--- config.mk ---
export PLATFORM = sky130hd
export DESIGN_NAME = gmii_frame_arb
export DESIGN_NICKNAME = d
export VERILOG_FILES = /design/src/rtl/gmii_frame_arb.sv
export SDC_FILE = /design/constraint.sdc
export NUM_CORES = 1
export LEC_CHECK = 0
export BUFFER_PORTS_ARGS = -buffer_cell sky130_fd_sc_hd__clkbuf_2
export CORE_UTILIZATION = 30
export DETAILED_ROUTE_END_ITERATION = 6
export MAX_ROUTING_LAYER = met4
export PLACE_DENSITY = 0.52
export SLEW_MARGIN = 25
export SYNTH_ARGS = -nofsm -noshare
export SYNTH_HDL_FRONTEND = slang
export SYNTH_SLANG_ARGS = --single-unit
--- constraint.sdc ---
create_clock -name Clk -period 2 [get_ports Clk]
set_input_delay 0.2 -clock Clk [delete_from_list [all_inputs] [get_ports Clk]]
set_output_delay 0.2 -clock Clk [all_outputs]
set_load 0.01 [all_outputs]
--- src/rtl/gmii_frame_arb.sv ---
// N-input whole-frame arbiter for the Ethernet TX path: serialises complete frames onto
// one GMII-side stream with an enforced interframe gap. Optional macro GMII_FRAME_ARB_PAD_EN.

module gmii_frame_arb #(
    parameter int NUM_INPUTS     = 4,
    parameter int DATA_WIDTH     = 8,
    parameter int INTERFRAME_GAP = 12,
    parameter int ARB_MODE       = 0,
    parameter int MIN_FRAME_LEN  = 60,
    localparam int SRC_W         = $clog2(NUM_INPUTS)
) (
    input  logic                  Clk,
    input  logic                  Rst,
    input  logic [DATA_WIDTH-1:0] Input_data [NUM_INPUTS],
    input  logic [NUM_INPUTS-1:0] Input_valid,
    input  logic [NUM_INPUTS-1:0] Input_last,
    output logic [NUM_INPUTS-1:0] Input_ready,
    output logic [DATA_WIDTH-1:0] Output_data,
    output logic                  Output_valid,
    output logic                  Output_last,
    output logic [SRC_W-1:0]      Output_src,
    output logic [1:0]            Debug_state
);

    // Handshake: an input beat transfers on a rising edge where Input_valid[i] and
    // Input_ready[i] are both high; a source holds valid/data/last stable until then.
    // The output side has no backpressure: every Output_valid cycle is one consumed beat.

    localparam int GAP_W = (INTERFRAME_GAP > 1) ? $clog2(INTERFRAME_GAP) : 1;

    if (NUM_INPUTS < 2) begin : g_bad_num_inputs
        $error("gmii_frame_arb: NUM_INPUTS must be at least 2");
    end
    if (INTERFRAME_GAP < 1) begin : g_bad_gap
        $error("gmii_frame_arb: INTERFRAME_GAP must be at least 1");
    end
    if (ARB_MODE != 0 && ARB_MODE != 1) begin : g_bad_mode
        $error("gmii_frame_arb: ARB_MODE must be 0 or 1");
    end
    if (MIN_FRAME_LEN < 1 || MIN_FRAME_LEN > 65535) begin : g_bad_min_len
        $error("gmii_frame_arb: MIN_FRAME_LEN must lie in 1..65535");
    end

    typedef enum logic [1:0] {
        S_IDLE   = 2'd0,
        S_ACTIVE = 2'd1,
        S_GAP    = 2'd2
`ifdef GMII_FRAME_ARB_PAD_EN
        ,
        S_PAD    = 2'd3
`endif
    } state_t;

    state_t           state;
    logic [SRC_W-1:0] grant;
    logic [SRC_W-1:0] rr_ptr;
    logic [GAP_W-1:0] gap_cnt;

    logic [SRC_W-1:0]      pick;
    logic                  any_valid;
    logic                  sel_valid;
    logic                  sel_last;
    logic [DATA_WIDTH-1:0] sel_data;
    logic                  accept;
    logic                  gap_done;

    assign Debug_state = state;

    // Winner for the next frame; the round-robin search starts one past the last grant.
    always_comb begin
        int idx;
        idx  = 0;
        pick = '0;
        if (ARB_MODE == 1) begin
            for (int i = NUM_INPUTS - 1; i >= 0; i--) begin
                if (Input_valid[i]) pick = SRC_W'(i);
            end
        end else begin
            for (int k = NUM_INPUTS; k >= 1; k--) begin
                idx = int'(rr_ptr) + k;
                if (idx >= NUM_INPUTS) idx = idx - NUM_INPUTS;
                if (Input_valid[SRC_W'(idx)]) pick = SRC_W'(idx);
            end
        end
    end

    assign any_valid = |Input_valid;
    assign sel_valid = Input_valid[grant];
    assign sel_last  = Input_last[grant];
    assign sel_data  = Input_data[grant];
    assign accept    = (state == S_ACTIVE) && sel_valid && Input_ready[grant];
    assign gap_done  = (gap_cnt == GAP_W'(INTERFRAME_GAP - 1));

`ifdef GMII_FRAME_ARB_PAD_EN
    logic [15:0] beat_cnt;
    logic [15:0] beat_next;
    logic [16:0] beats_incl;
    logic        short_frame;

    assign beat_next   = (beat_cnt == 16'hFFFF) ? beat_cnt : beat_cnt + 16'd1;
    // Beats sent once the beat leaving this cycle is counted.
    assign beats_incl  = {1'b0, beat_cnt} + 17'd1;
    assign short_frame = (beats_incl < 17'(MIN_FRAME_LEN));
`endif

    always_ff @(posedge Clk) begin
        if (Rst) begin
            state        <= S_IDLE;
            grant        <= '0;
            rr_ptr       <= SRC_W'(NUM_INPUTS - 1);
            gap_cnt      <= '0;
            Input_ready  <= '0;
            Output_valid <= 1'b0;
            Output_last  <= 1'b0;
            Output_data  <= '0;
            Output_src   <= '0;
`ifdef GMII_FRAME_ARB_PAD_EN
            beat_cnt     <= '0;
`endif
        end else begin
            Output_valid <= 1'b0;
            Output_last  <= 1'b0;
            Output_data  <= '0;
            case (state)
                S_IDLE: begin
                    if (any_valid) begin
                        grant       <= pick;
                        rr_ptr      <= pick;
                        Input_ready <= {{(NUM_INPUTS-1){1'b0}}, 1'b1} << pick;
                        state       <= S_ACTIVE;
`ifdef GMII_FRAME_ARB_PAD_EN
                        beat_cnt    <= '0;
`endif
                    end
                end
                S_ACTIVE: begin
                    if (accept) begin
                        Output_valid <= 1'b1;
                        Output_data  <= sel_data;
                        Output_src   <= grant;
`ifdef GMII_FRAME_ARB_PAD_EN
                        beat_cnt     <= beat_next;
`endif
                        if (sel_last) begin
                            Input_ready <= '0;
                            gap_cnt     <= '0;
`ifdef GMII_FRAME_ARB_PAD_EN
                            // A short frame keeps its end marker for the final pad beat.
                            if (short_frame) begin
                                state <= S_PAD;
                            end else begin
                                state       <= S_GAP;
                                Output_last <= 1'b1;
                            end
`else
                            state       <= S_GAP;
                            Output_last <= 1'b1;
`endif
                        end
                    end
                end
`ifdef GMII_FRAME_ARB_PAD_EN
                S_PAD: begin
                    Output_valid <= 1'b1;
                    Output_src   <= grant;
                    beat_cnt     <= beat_next;
                    if (!short_frame) begin
                        Output_last <= 1'b1;
                        gap_cnt     <= '0;
                        state       <= S_GAP;
                    end
                end
`endif
                S_GAP: begin
                    if (gap_done) begin
                        state <= S_IDLE;
                    end else begin
                        gap_cnt <= gap_cnt + GAP_W'(1);
                    end
                end
                default: begin
                    state       <= S_IDLE;
                    Input_ready <= '0;
                end
            endcase
        end
    end

endmodule
# --- Yosys cells after proc, flatten, opt, wreduce, memory -nomap -nowiden ---
# Cells that the tools add are included.
word_totals:
  elab_cells: 95
  regBits: 26
  out_inout_bits: 18
  in_bits: 42
op_classes:
  reduce_logical: 12
  add_sub_neg: 9
  muxes: 42
  n_eq_ne: 8
  n_bitwise: 4
  n_shift: 1
  order_cmp: 10
ops:
  columns: ["op", "count"]
  rows:
  - ["2-bit 2-to-1 mux", 12]
  - ["8-bit binary-select mux with 2-bit select", 1]
  - ["2-bit by 4-bit less-than comparator with 1-bit output, second input constant", 4]
  - ["4-bit 2-to-1 mux", 4]
  - ["8-bit 2-to-1 mux", 2]
  - ["1-bit binary-select mux with 2-bit select", 7]
  - ["1-bit 2-to-1 mux", 13]
  - ["3-bit greater-or-equal comparator, second input constant", 4]
  - ["4-bit case mux with 3 select lines", 1]
  - ["4-bit AND reduction", 3]
  - ["2-bit != test, second input constant", 5]
  - ["4-bit case mux with 2 select lines", 1]
  - ["2-bit by 1-bit subtractor with 2-bit output, second input constant", 4]
  - ["2-bit by 2-bit adder with 3-bit output, second input constant", 2]
  - ["2-bit case mux with 3 select lines", 1]
  - ["2-bit by 3-bit adder with 4-bit output, second input constant", 1]
  - ["4-bit by 1-bit adder with 4-bit output, second input constant", 1]
  - ["4-bit == test, second input constant", 1]
  - ["4-bit by 3-bit greater-or-equal comparator with 1-bit output, second input constant", 1]
  - ["2-bit AND reduction", 2]
  - ["4-bit OR reduction", 1]
  - ["1-bit by 2-bit left shift with 4-bit output, first input constant", 1]
  - ["2-bit by 1-bit adder with 3-bit output, second input constant", 1]
  - ["2-bit by 3-bit less-than comparator with 1-bit output, second input constant", 1]
  - ["other kinds (9)", 12]

# --- Depth between registers and ports, before layout ---
depth:
  word_depth: 13
  ltp_mapped: 6
  depth_no_buf: 6

# --- Worst setup path after synthesis ---
# No wires, ideal clock.
synth_timing:
  kind: "register to register"
  start: "reg grant[1]"
  end: "reg gap_cnt[2]"
  period_less_slack_ps: 1499
  required_time_ps: 1866
  t_arrival_ps: 1365
  setup_slack_ps: 501
  setup_time_ps: 134
  stages_incl_launch_ff: 7
  path_buffers: 1
  cell_sequence: "dfxtp_1 buf_6 mux2_2 a32oi_1 a22o_4 mux2i_1 a21oi_1"
synth_via:
  elab_chain_len: 6
  elab_cells_between_ends: 11
  cone_classes: "eq/ne (2); mux (6); reduce/logical (3)"
synth_rtl:
  columns: ["item", "line_no", "text"]
  rows:
  - ["start, declared", "55", "logic [SRC_W-1:0] grant;"]
  - ["start signal, assigned", "127", "grant <= pick;"]
  - ["1-bit binary-select mux with 2-bit select", "88", "assign sel_valid = Input_valid[grant];"]
  - ["1-bit 2-to-1 mux (implied by the code)", "88", null]
  - ["1-bit logical AND (2 in series)", "91", "assign accept = (state == S_ACTIVE) && sel_valid && Input_ready[grant];"]
  - ["2-bit != test (no source line)", null, null]
  - ["4-bit AND reduction (no source line) (*)", null, null]
  - ["end signal, assigned", "178", "gap_cnt <= gap_cnt + GAP_W'(1);"]
  - ["end, declared", "57", "logic [GAP_W-1:0] gap_cnt;"]
# Mark *: on every way between the ends. The rest lies on a longest branch, timed or not. The select of a mux whose other input is x is not followed.
# A chain may end at the register's enable or synchronous reset.

# --- Worst setup path in the final report ---
layout_timing:
  start: "reg grant[1]"
  end: "reg Input_ready[1]"
layout_via:
  elab_chain_len: 6
  elab_cells_between_ends: 11
  cone_classes: "eq/ne (2); mux (6); reduce/logical (3)"
layout_rtl:
  columns: ["item", "line_no", "text"]
  rows:
  - ["1-bit binary-select mux with 2-bit select", "88", null]
  - ["1-bit 2-to-1 mux (implied by the code)", "88", null]
  - ["1-bit logical AND (2 in series)", "91", null]
  - ["2-bit != test (no source line)", null, null]
  - ["4-bit AND reduction (no source line) (*)", null, null]
  - ["end signal, assigned", "129", "Input_ready <= {{(NUM_INPUTS-1){1'b0}}, 1'b1} << pick;"]
  - ["end, declared", "17", "output logic [NUM_INPUTS-1:0] Input_ready,"]
# Marked as above.

==> flow_summary.ini <==
[synthesis]
synth_area_mm2 = 0.001295
synth.lib_cells_used.distinct = 40
post-synth-top-area-cell = sky130_fd_sc_hd__dfxtp_1
synth-edff-count = 0
synth.yosys.seq_area_share = 0.4019
postSynthAreaPerCell_um2 = 10.36
synth_top_cells_by_count = 26 x sky130_fd_sc_hd__dfxtp_1, 13 x sky130_fd_sc_hd__nor2_1, 12 x sky130_fd_sc_hd__nor2b_1, 8 x sky130_fd_sc_hd__mux4_2, 7 x sky130_fd_sc_hd__a21oi_1
syn_nets = 168
ys_dominant_reg_cell = sky130_fd_sc_hd__dfxtp_1
synth.area.top_cells = sky130_fd_sc_hd__dfxtp_1 40%, sky130_fd_sc_hd__mux4_2 14%, sky130_fd_sc_hd__nor2b_1 5.8%
ys.warnings.count = 0
ys_seq_elements = 26
synth_most_common_cell = sky130_fd_sc_hd__dfxtp_1
async_flop_share = 0
synthesis.instances = 125
yosys_top_cell_area_share = 0.4019

[cts]
ctsResizeCount = 0
cts_hold_buf = 0
cts-root-buf = sky130_fd_sc_hd__clkbuf_8
tritoncts.num_buffers = 3
cts-htree-levels = 1
number_of_setup_buffers_added_after_cts = 0
clock-sinks = 26
cts_buffer_depth = 2
tritoncts = yes
clkSlewWorstSetupHoldPaths_ns = 0.09
clk-insertion-delay-late_ns = 0.27

[worst_setup_path]
worst_path_largest_cell_delay_ns = 0.48
worst-path-max-fanout = 9
type_of_element_capturing_the_critical_path = register
worst-r2r-setup-slack_ns = 0.28
worst-endpoint-required_ns = 2.22
critPathLaunchType = register
criticalPathCategory = reg -> reg
cp_cell_sequence = mux2_2 > mux2i_1 > o21ai_1 > a21oi_1 > a22o_1
timing.critical_path.arrival_ns = 1.94
timing.critical_path.slowest_stage_cell = sky130_fd_sc_hd__dfxtp_1
reg2regPathDepth = 5

[global_routing]
grt-ovfl-total = 0
grt_antenna_before_repair = 0
via_count_of_the_first_global_routing_pass = 1123
grt_pass1_wl_um = 4933
grt_max_degree = 17
global_route.usage.total = 0.1474

[floorplanning]
dieWidth_um = 67.70
num_rows = 23
die_height_um = 67.70
design.portCount = 60
die_area_mm2 = 0.004583
start_util = 0.3169
core_area_mm2 = 0.004086

[detailed_routing]
post_drt_wl_per_cell_um = 13.54
detailedRoute.firstPassIterationCount = 3
drt_iter0_drc = 10
num_vias = 1172
route.final.wire_length_um = 3195
detail_route.vias_per_cell = 4.966
antenna_violation_net_count_after_detailed_routing = 0
route.detailed.drc = 0

[pwr]
power_density_mw_per_mm2 = 723.3
power.sequential.fraction = 0.480
switching_share = 0.2860
max_ir_drop_vdd_mv = 0.3156
report.power.total_w = 0.001226
combinationalPowerShare = 0.284
power_frac_clock = 0.236
cellInternalPower_w = 0.0008756
power.static_leakage_nw = 0.7557
netSwitchingPower_w = 0.0003507

[layout]
synthToLayoutAreaGrowth_pct = 30.92
final_antenna_diode_count = 0
number_of_fillers_in_the_final_layout = 424
fraction_of_layout_instances_using_a_drive_strength_above_1 = 0.4247
area_taken_by_flip_flops_and_latches_um2 = 520.5
final_core_util = 0.4149
fin_nets = 231
final_cells = 236
multi_input_area_um2 = 734.5

[placed_design]
gp_congestion = 0.8066
detailed_place_hpwl_um = 2608
port_buffers = 59
placedCellCount = 233

[sta]
setup_viol_count_final = 0
fmax_mhz = 579.8
maxSlewHeadroom = 0.7508
rsz0062_at_grt = no
slew_violations = 0
finalCritPeriodShare = 0.8624
holdWs_ns = 0.3035
final_critical_path_time_including_i_o_delays_and_setup_ns = 1.725
report.final.hold_viol_count = 0
fin_skew_ns = 0.003333
fin_tns_setup_ns = 0
tightest_slew_ns = 0.3704

[outcome]
outcome = completed

[min_path]
worstHoldPathType = in -> reg
min_path_cells = 2

[run]
max_cap_viol_count = 0
[metrics by stage]
stage | setup WS (ns) | cell area (um^2)
2_1_floorplan | 0.5015 | 1295
3_3_place_gp | 0.3766 | 1654
3_5_place_dp | 0.2857 | 1654
4_1_cts | 0.2545 | 1695
5_1_grt | 0.1000 | 1695
6_report | 0.2752 | 1695
[cells by family (layout without fill, tap and decap cells)]
kind of cell,after synthesis,after routing,synth area share
xor+xnor,1,1,0.006765
compound gates,23,23,0.1285
simple gates,50,50,0.2193
mux,16,16,0.2029
fa+ha+maj,1,1,0.009660
buf+inv,8,69,0.03092
flops,26,26,0.4019
[path summary, 6_finish.rpt]
kind,startpoint,to
min reg2reg,Output_src[1],Output_src[1]
max reg2reg,grant[1],Input_ready[1]
min,Rst,gap_cnt[1]
max,grant[1],Input_ready[1]
[power groups by stage]
stage	registers (W)	clock network (W)	logic [W]
after floorplan	0.000596	0	0.000234
after global placement	0.000599	0	0.000340
after detailed placement	0.000601	0	0.000349
after CTS	0.000589	0.000302	0.000352
after global routing	0.000595	0.000324	0.000380
final	0.000589	0.000289	0.000348
[worst max-delay path: cells and delay by family (launching register included)]
| kind | cells | cell delay [ns] |
|---|---|---|
| AO/OA/AOI/OAI | 3 | 0.58 |
| flip-flops | 1 | 0.48 |
| multiplexers | 2 | 0.61 |
[state kept, by name, indices dropped and copies added (netlist names)]
register,count
Output_src,2
grant,2
rr_ptr,2
Output_valid,1
Input_ready,4
Debug_state,2
Output_last,1
gap_cnt,4
Output_data,8
[cell usage in the layout (no fill, tap or decap), types with 2 or more instances in the layout]
master | synthesis | layout
sky130_fd_sc_hd__a21o_1 | 2 | 2
sky130_fd_sc_hd__a21oi_1 | 7 | 7
sky130_fd_sc_hd__a22o_1 | 4 | 4
sky130_fd_sc_hd__buf_4 | 0 | 4
sky130_fd_sc_hd__clkbuf_2 | 0 | 59
sky130_fd_sc_hd__clkbuf_8 | 0 | 3
sky130_fd_sc_hd__dfxtp_1 | 26 | 26
sky130_fd_sc_hd__inv_1 | 3 | 3
sky130_fd_sc_hd__mux2_2 | 2 | 2
sky130_fd_sc_hd__mux2i_1 | 6 | 6
sky130_fd_sc_hd__mux4_2 | 8 | 8
sky130_fd_sc_hd__nand2_1 | 5 | 5
sky130_fd_sc_hd__nand2b_1 | 2 | 2
sky130_fd_sc_hd__nand3_1 | 2 | 2
sky130_fd_sc_hd__nand3b_1 | 2 | 2
sky130_fd_sc_hd__nand4b_1 | 2 | 2
sky130_fd_sc_hd__nor2_1 | 13 | 13
sky130_fd_sc_hd__nor2b_1 | 12 | 12
sky130_fd_sc_hd__nor3_1 | 3 | 3
[area by class of cell]
class,count,share of cell area
repair buffers,63,0.1919
inverters,3,0.006642
flip-flops and latches,26,0.3070
clock buffers,3,0.02435
well taps,50,0.03690
multi-input cells,91,0.4332
[per-layer routing]
metal | GRT usage | vias up | share of wire
li1 | - | 580 | -
met1 | 0.1585 | 547 | 0.42
met2 | 0.2686 | 43 | 0.51
met3 | 0.04223 | 2 | 0.067
met4 | 0.02394 | 0 | 0.0025
met5 | - | - | 0
Note: power is estimated with default switching activity, not from simulation.
